**src/rtl/hdmi_packet_assembler_if.sv**
```systemverilog
// Packet-side signal bundle of hdmi_packet_assembler: header/subpacket payload in,
// 9-bit TERC4 feed with cycle index and end-of-packet pulse out.
interface hdmi_packet_assembler_if;
  logic        data_island_period;
  logic [23:0] header;
  logic [55:0] sub [3:0];
  logic [8:0]  packet_data;
  logic [4:0]  counter;
  logic        packet_done;

  modport master (
    output data_island_period, header, sub,
    input  packet_data, counter, packet_done
  );

  modport slave (
    input  data_island_period, header, sub,
    output packet_data, counter, packet_done
  );
endinterface

```
**src/rtl/hdmi_packet_assembler.sv**
```systemverilog
// HDMI data-island packet serialiser: BCH(32,24) header and BCH(64,56) subpacket parity, 9 bits/cycle over 32 cycles.
// Define HDMI_PACKET_ASSEMBLER_SHADOW_EN to capture header/sub at cycle 0 so the source may change afterwards.
module hdmi_packet_assembler (
  input  logic                   clk_pixel,
  input  logic                   reset,
  hdmi_packet_assembler_if.slave pkt
);
  localparam logic [7:0] BCH_POLY = 8'h83;

  function automatic logic [7:0] ecc_step(input logic [7:0] ecc, input logic b);
    logic fb;
    fb = ecc[0] ^ b;
    return (ecc >> 1) ^ (fb ? BCH_POLY : 8'h00);
  endfunction

  logic [4:0]  idx_q, idx_d;
  logic [4:0]  counter_q, counter_d;
  logic [8:0]  pd_q, pd_d;
  logic        done_q, done_d;
  logic [7:0]  hdr_ecc_q, hdr_ecc_d;
  logic [7:0]  sub_ecc_q [3:0];
  logic [7:0]  sub_ecc_d [3:0];

  logic [23:0] hdr_src;
  logic [55:0] sub_src [3:0];
  logic [31:0] hdr_stream;
  logic [63:0] sub_stream [3:0];
  logic [3:0]  ch1, ch2;
  logic [7:0]  sub_half;

`ifdef HDMI_PACKET_ASSEMBLER_SHADOW_EN
  logic [23:0] shadow_hdr_q;
  logic [55:0] shadow_sub_q [3:0];

  always_ff @(posedge clk_pixel or posedge reset) begin
    if (reset) begin
      shadow_hdr_q <= '0;
      for (int n = 0; n < 4; n++) shadow_sub_q[n] <= '0;
    end else if (pkt.data_island_period && idx_q == 5'd0) begin
      shadow_hdr_q <= pkt.header;
      for (int n = 0; n < 4; n++) shadow_sub_q[n] <= pkt.sub[n];
    end
  end

  // Cycle 0 has not been captured yet, so it still reads the live inputs.
  always_comb begin
    hdr_src = (idx_q == 5'd0) ? pkt.header : shadow_hdr_q;
    for (int n = 0; n < 4; n++) sub_src[n] = (idx_q == 5'd0) ? pkt.sub[n] : shadow_sub_q[n];
  end
`else
  always_comb begin
    hdr_src = pkt.header;
    for (int n = 0; n < 4; n++) sub_src[n] = pkt.sub[n];
  end
`endif

  // Parity sits directly above the payload so one index walks data then ECC.
  always_comb begin
    hdr_stream = {hdr_ecc_q, hdr_src};
    ch1        = '0;
    ch2        = '0;
    sub_half   = '0;
    idx_d      = '0;
    counter_d  = counter_q;
    pd_d       = '0;
    done_d     = 1'b0;
    hdr_ecc_d  = '0;
    for (int n = 0; n < 4; n++) begin
      sub_ecc_d[n]  = '0;
      sub_stream[n] = {sub_ecc_q[n], sub_src[n]};
    end

    if (pkt.data_island_period) begin
      idx_d     = idx_q + 5'd1;
      counter_d = idx_q;
      done_d    = (idx_q == 5'd31);

      if (idx_q < 5'd24)
        hdr_ecc_d = ecc_step(hdr_ecc_q, hdr_stream[idx_q]);
      else if (idx_q != 5'd31)
        hdr_ecc_d = hdr_ecc_q;

      for (int n = 0; n < 4; n++) begin
        ch1[n] = sub_stream[n][{idx_q, 1'b0}];
        ch2[n] = sub_stream[n][{idx_q, 1'b1}];
        if (idx_q < 5'd28) begin
          sub_half     = ecc_step(sub_ecc_q[n], ch1[n]);
          sub_ecc_d[n] = ecc_step(sub_half, ch2[n]);
        end else if (idx_q != 5'd31) begin
          sub_ecc_d[n] = sub_ecc_q[n];
        end
      end

      pd_d = {ch2, ch1, hdr_stream[idx_q]};
    end
  end

  always_ff @(posedge clk_pixel or posedge reset) begin
    if (reset) begin
      idx_q     <= '0;
      counter_q <= '0;
      pd_q      <= '0;
      done_q    <= 1'b0;
      hdr_ecc_q <= '0;
      for (int n = 0; n < 4; n++) sub_ecc_q[n] <= '0;
    end else begin
      idx_q     <= idx_d;
      counter_q <= counter_d;
      pd_q      <= pd_d;
      done_q    <= done_d;
      hdr_ecc_q <= hdr_ecc_d;
      for (int n = 0; n < 4; n++) sub_ecc_q[n] <= sub_ecc_d[n];
    end
  end

  assign pkt.packet_data = pd_q;
  assign pkt.counter     = counter_q;
  assign pkt.packet_done = done_q;
endmodule

```
**src/flat_wrapper.sv**
```systemverilog
// flat-port wrapper written by rule: the top's interface ports become plain ports
module hdmi_packet_assembler_flat 
  (clk_pixel, reset, pkt_data_island_period, pkt_header, pkt_sub, pkt_packet_data, pkt_counter, pkt_packet_done);
  hdmi_packet_assembler_if pkt_i ();
  input  logic clk_pixel;
  input  logic reset;
  input wire logic [$bits(pkt_i.data_island_period)-1:0] pkt_data_island_period;
  input wire logic [$bits(pkt_i.header)-1:0] pkt_header;
  input wire logic [$bits(pkt_i.sub)-1:0] pkt_sub;
  output wire logic [$bits(pkt_i.packet_data)-1:0] pkt_packet_data;
  output wire logic [$bits(pkt_i.counter)-1:0] pkt_counter;
  output wire logic [$bits(pkt_i.packet_done)-1:0] pkt_packet_done;
  assign pkt_i.data_island_period = pkt_data_island_period;
  assign pkt_i.header = pkt_header;
  assign pkt_i.sub = {>>{pkt_sub}};
  assign pkt_packet_data = pkt_i.packet_data;
  assign pkt_counter = pkt_i.counter;
  assign pkt_packet_done = pkt_i.packet_done;
  hdmi_packet_assembler u_core (.clk_pixel(clk_pixel), .reset(reset), .pkt(pkt_i));
endmodule
```
**config.mk**
```make
export PLATFORM = sky130hd
export DESIGN_NAME = hdmi_packet_assembler_flat
export DESIGN_NICKNAME = d
export VERILOG_FILES = /design/src/rtl/hdmi_packet_assembler_if.sv /design/src/rtl/hdmi_packet_assembler.sv /design/src/flat_wrapper.sv
export SDC_FILE = /design/constraint.sdc
export NUM_CORES = 1
export LEC_CHECK = 0
export CELL_PAD_IN_SITES_DETAIL_PLACEMENT = 2
export CELL_PAD_IN_SITES_GLOBAL_PLACEMENT = 2
export CORE_ASPECT_RATIO = 1.1
export CORE_MARGIN = 1.5
export CORE_UTILIZATION = 35
export CTS_BUF_LIST = sky130_fd_sc_hd__clkbuf_4
export DETAILED_ROUTE_END_ITERATION = 7
export DONT_BUFFER_PORTS = 1
export GPL_ROUTABILITY_DRIVEN = 0
export PLACE_DENSITY_LB_ADDON = 0.3
export SETUP_SLACK_MARGIN = 0.1
export SKIP_CTS_REPAIR_TIMING = 1
export SYNTH_ARGS = -nofsm -noshare
export SYNTH_HDL_FRONTEND = slang
export SYNTH_SLANG_ARGS = --single-unit
```
**constraint.sdc**
```tcl
create_clock -name clk_pixel -period 2.8 [get_ports clk_pixel]
set_clock_uncertainty 0.2 [all_clocks]
set_input_delay 0.7 -clock clk_pixel [delete_from_list [all_inputs] [get_ports clk_pixel]]
set_output_delay 0.7 -clock clk_pixel [all_outputs]
set_load 0.01 [all_outputs]
```
==> flow_summary.ini <==
[job]
cap_viol_max_count = 0

[power_and_ir_drop]
p_total_mw = 3.30
power_density_nw_per_um2 = 542
peakVddDrop_uv = 192
p_leak_nw = 2.46

[clock_tree]
htree_num_levels = 3
cts_made_buffers = 9
cts_tree = built
cts_sinks = 60
clockRootBuffer = clkbuf_4
cts.path.max_buffers = 2
insertion_delay_ns = 0.42
clk_pin_slew_ns = 0.12

[floorplan]
dieWidth_um = 116
placementRows = 45
io_pins = 266
die_h_um = 127
coreArea_um2 = 13700
initial_core_util_pct = 35.8
die_area_um2 = 14800

[critical_path]
crit_type = reg -> reg
cp_max_fo = 11
cp.required_ns = 2.91
end_kind = register
cp-start-kind = register
arrival_ns = 2.98

[logic_synthesis]
synth_fp_nets = 732
synth_mux_area_share_pct = 31.8
ys_ff_latch = 60
syn_area_um2 = 4910
yosys.area_share.simple_pct = 11.1
yosysWarningCount = 0
synth-xor-area-share_pct = 4.89
synth-edff-count = 0
ys_seq_area_share_pct = 30.6
ys_types = 44
async_reset_ff_share_pct = 100
ys.flop_type = dfrtp_1
synth-compound-area-share_pct = 15.8
synthAdderAreaFrac_pct = 0.509
synth_top_family_by_area = multiplexers
synthCells = 479
avgSynthCellArea_um2 = 10.3

[min_path]
hold_class = in -> async

[timing]
maxSlewHeadroom_pct = 57.3
whs_ns = 0.0352
finalHoldViolCount = 0
finalCriticalPeriod_ns = 2.86
setup_viol = 1
rsz0062_at_grt = true
fin_ws_ns = -0.0633
fmax_mhz = 349
timing.final.crit_share_pct = 102
drv_slew = 0
tightest_slew_ns = 0.640
finalSetupTns_ns = -0.0633

[routing]
route.detailed.drc = 0
drt_wl_total_um = 19400
firstDrtPassIters = 4
vias = 4293
routedWlPerCell_um = 27.0
antenna_left = 0
vias_per_cell = 5.95
drtIter0Drc = 168

[grt]
overflow = 0
grt_max_degree = 33
grt_pass1_vias = 4613
grt_usage_pct = 25.0
grt_pass1_wl_um = 27600
antenna_found_initial = 2

[finish]
fin_nets = 780
fin_area_um2 = 6090
layout.cells.non_filler = 721
fin_util_pct = 44.3
area_growth_pct = 24.0
layout-drive-gt1-share_pct = 30.6

[placement]
port-buffer-count = 0
placed_cells = 671
dp_slack_ns = -0.171
post_dp_cell_area_um2 = 5360
dp_hpwl_um = 14600

[run_status]
violations = negative setup slack
status = finished with violations
[sequential cells by signal, indices dropped and copies added (netlist names)]
signal / count
u_core.sub_ecc_q: 32
u_core.pkt.packet_data: 9
u_core.hdr_ecc_q: 8
u_core.pkt.packet_done: 1
u_core.pkt.counter: 5
u_core.idx_q: 5
[synthesized netlist by cell type (4+ instances only)]
master | number | share of area [%]
buf_6 | 6 | 1.4
o21ai_0 | 22 | 2.2
buf_4 | 9 | 1.4
a22oi_1 | 19 | 2.9
nor2b_1 | 10 | 1.3
nand3_1 | 10 | 1.0
mux4_2 | 22 | 10
clkbuf_1 | 15 | 1.1
a21oi_1 | 9 | 0.92
nor2_1 | 5 | 0.38
mux2i_1 | 102 | 21
xnor2_1 | 15 | 2.7
a21boi_0 | 5 | 0.76
a22o_1 | 22 | 3.9
o22ai_1 | 29 | 3.7
o21ai_1 | 5 | 0.51
nand4_1 | 7 | 0.89
nand2_1 | 35 | 2.7
xor2_1 | 8 | 1.4
buf_2 | 10 | 1.0
mux2_2 | 4 | 0.92
and2_1 | 16 | 2.0
dfrtp_1 | 60 | 31
nand3b_1 | 5 | 0.76
[layer usage]
metal | share of wire, % | track usage (%) | up-vias
li1 | - | - | 1908
met1 | 40 | 32.1 | 2179
met2 | 52 | 42.8 | 174
met3 | 5.6 | 5.27 | 30
met4 | 2.2 | 6.17 | 2
met5 | 0.067 | 0 | -
[critical path: stages, from the launching register on]
cell     delay, ns
dfrtp_4       0.57
buf_12        0.17
buf_12        0.14
mux4_2        0.30
a22oi_2       0.21
buf_4         0.16
nand4_1       0.20
xor2_2        0.35
xnor2_2       0.18
xnor2_1       0.11
a22o_1        0.18
[cells by family after synthesis]
| logic type | Yosys count |
|---|---|
| AND/OR/NAND/NOR | 103 |
| AO/OA/AOI/OAI | 116 |
| XOR/XNOR | 25 |
| flip-flops | 60 |
| buffers and inverters | 45 |
| adder cells (fa/ha/maj) | 2 |
| multiplexers | 128 |
[placed cells by master, fill, tap and decap left out, drive strengths merged, types with 14 or more instances in the layout]
master / n
a22o: 22
buf: 76
mux2i: 102
a22oi: 19
mux4: 22
dfrtp: 60
xnor2: 15
and2: 17
clkbuf: 14
o21ai: 27
nand2: 35
o22ai: 29
[path summary, 6_finish.rpt]
| kind | from | end | slack, ns | cells past startpoint |
|---|---|---|---|---|
| min | reset | u_core.sub_ecc_q[23] | 0.04 | 1 |
| min in group clk_pixel | pkt_data_island_period | u_core.pkt.counter[2] | 0.22 | 1 |
| max | u_core.idx_q[1] | u_core.sub_ecc_q[25] | -0.06 | 10 |
| max reg2reg | u_core.idx_q[1] | u_core.sub_ecc_q[25] | -0.06 | 10 |
| min reg2reg | u_core.sub_ecc_q[6] | u_core.sub_ecc_q[6] | 0.33 | 2 |
| max in group asynchronous | reset | u_core.pkt.counter[0] | 1.72 | 2 |
[where the power goes]
group | total, mW | internal (mW) | switching [mW]
combinational | 1.36 | 0.760 | 0.604
clock | 0.727 | 0.378 | 0.349
sequential | 1.21 | 1.02 | 0.190
total | 3.30 | 2.16 | 1.14
[final cells by class]
cell class | count | area (um^2)
tap | 188 | 235
clock buffer | 11 | 82.6
multi-input combinational | 374 | 3340
sequential | 60 | 1510
inverter | 3 | 11.3
timing repair buffer | 79 | 835
antenna | 1 | 2.50
clock inverter | 5 | 76.3
fill | 1472 | 7650
Note: power is estimated with default switching activity, not from simulation.
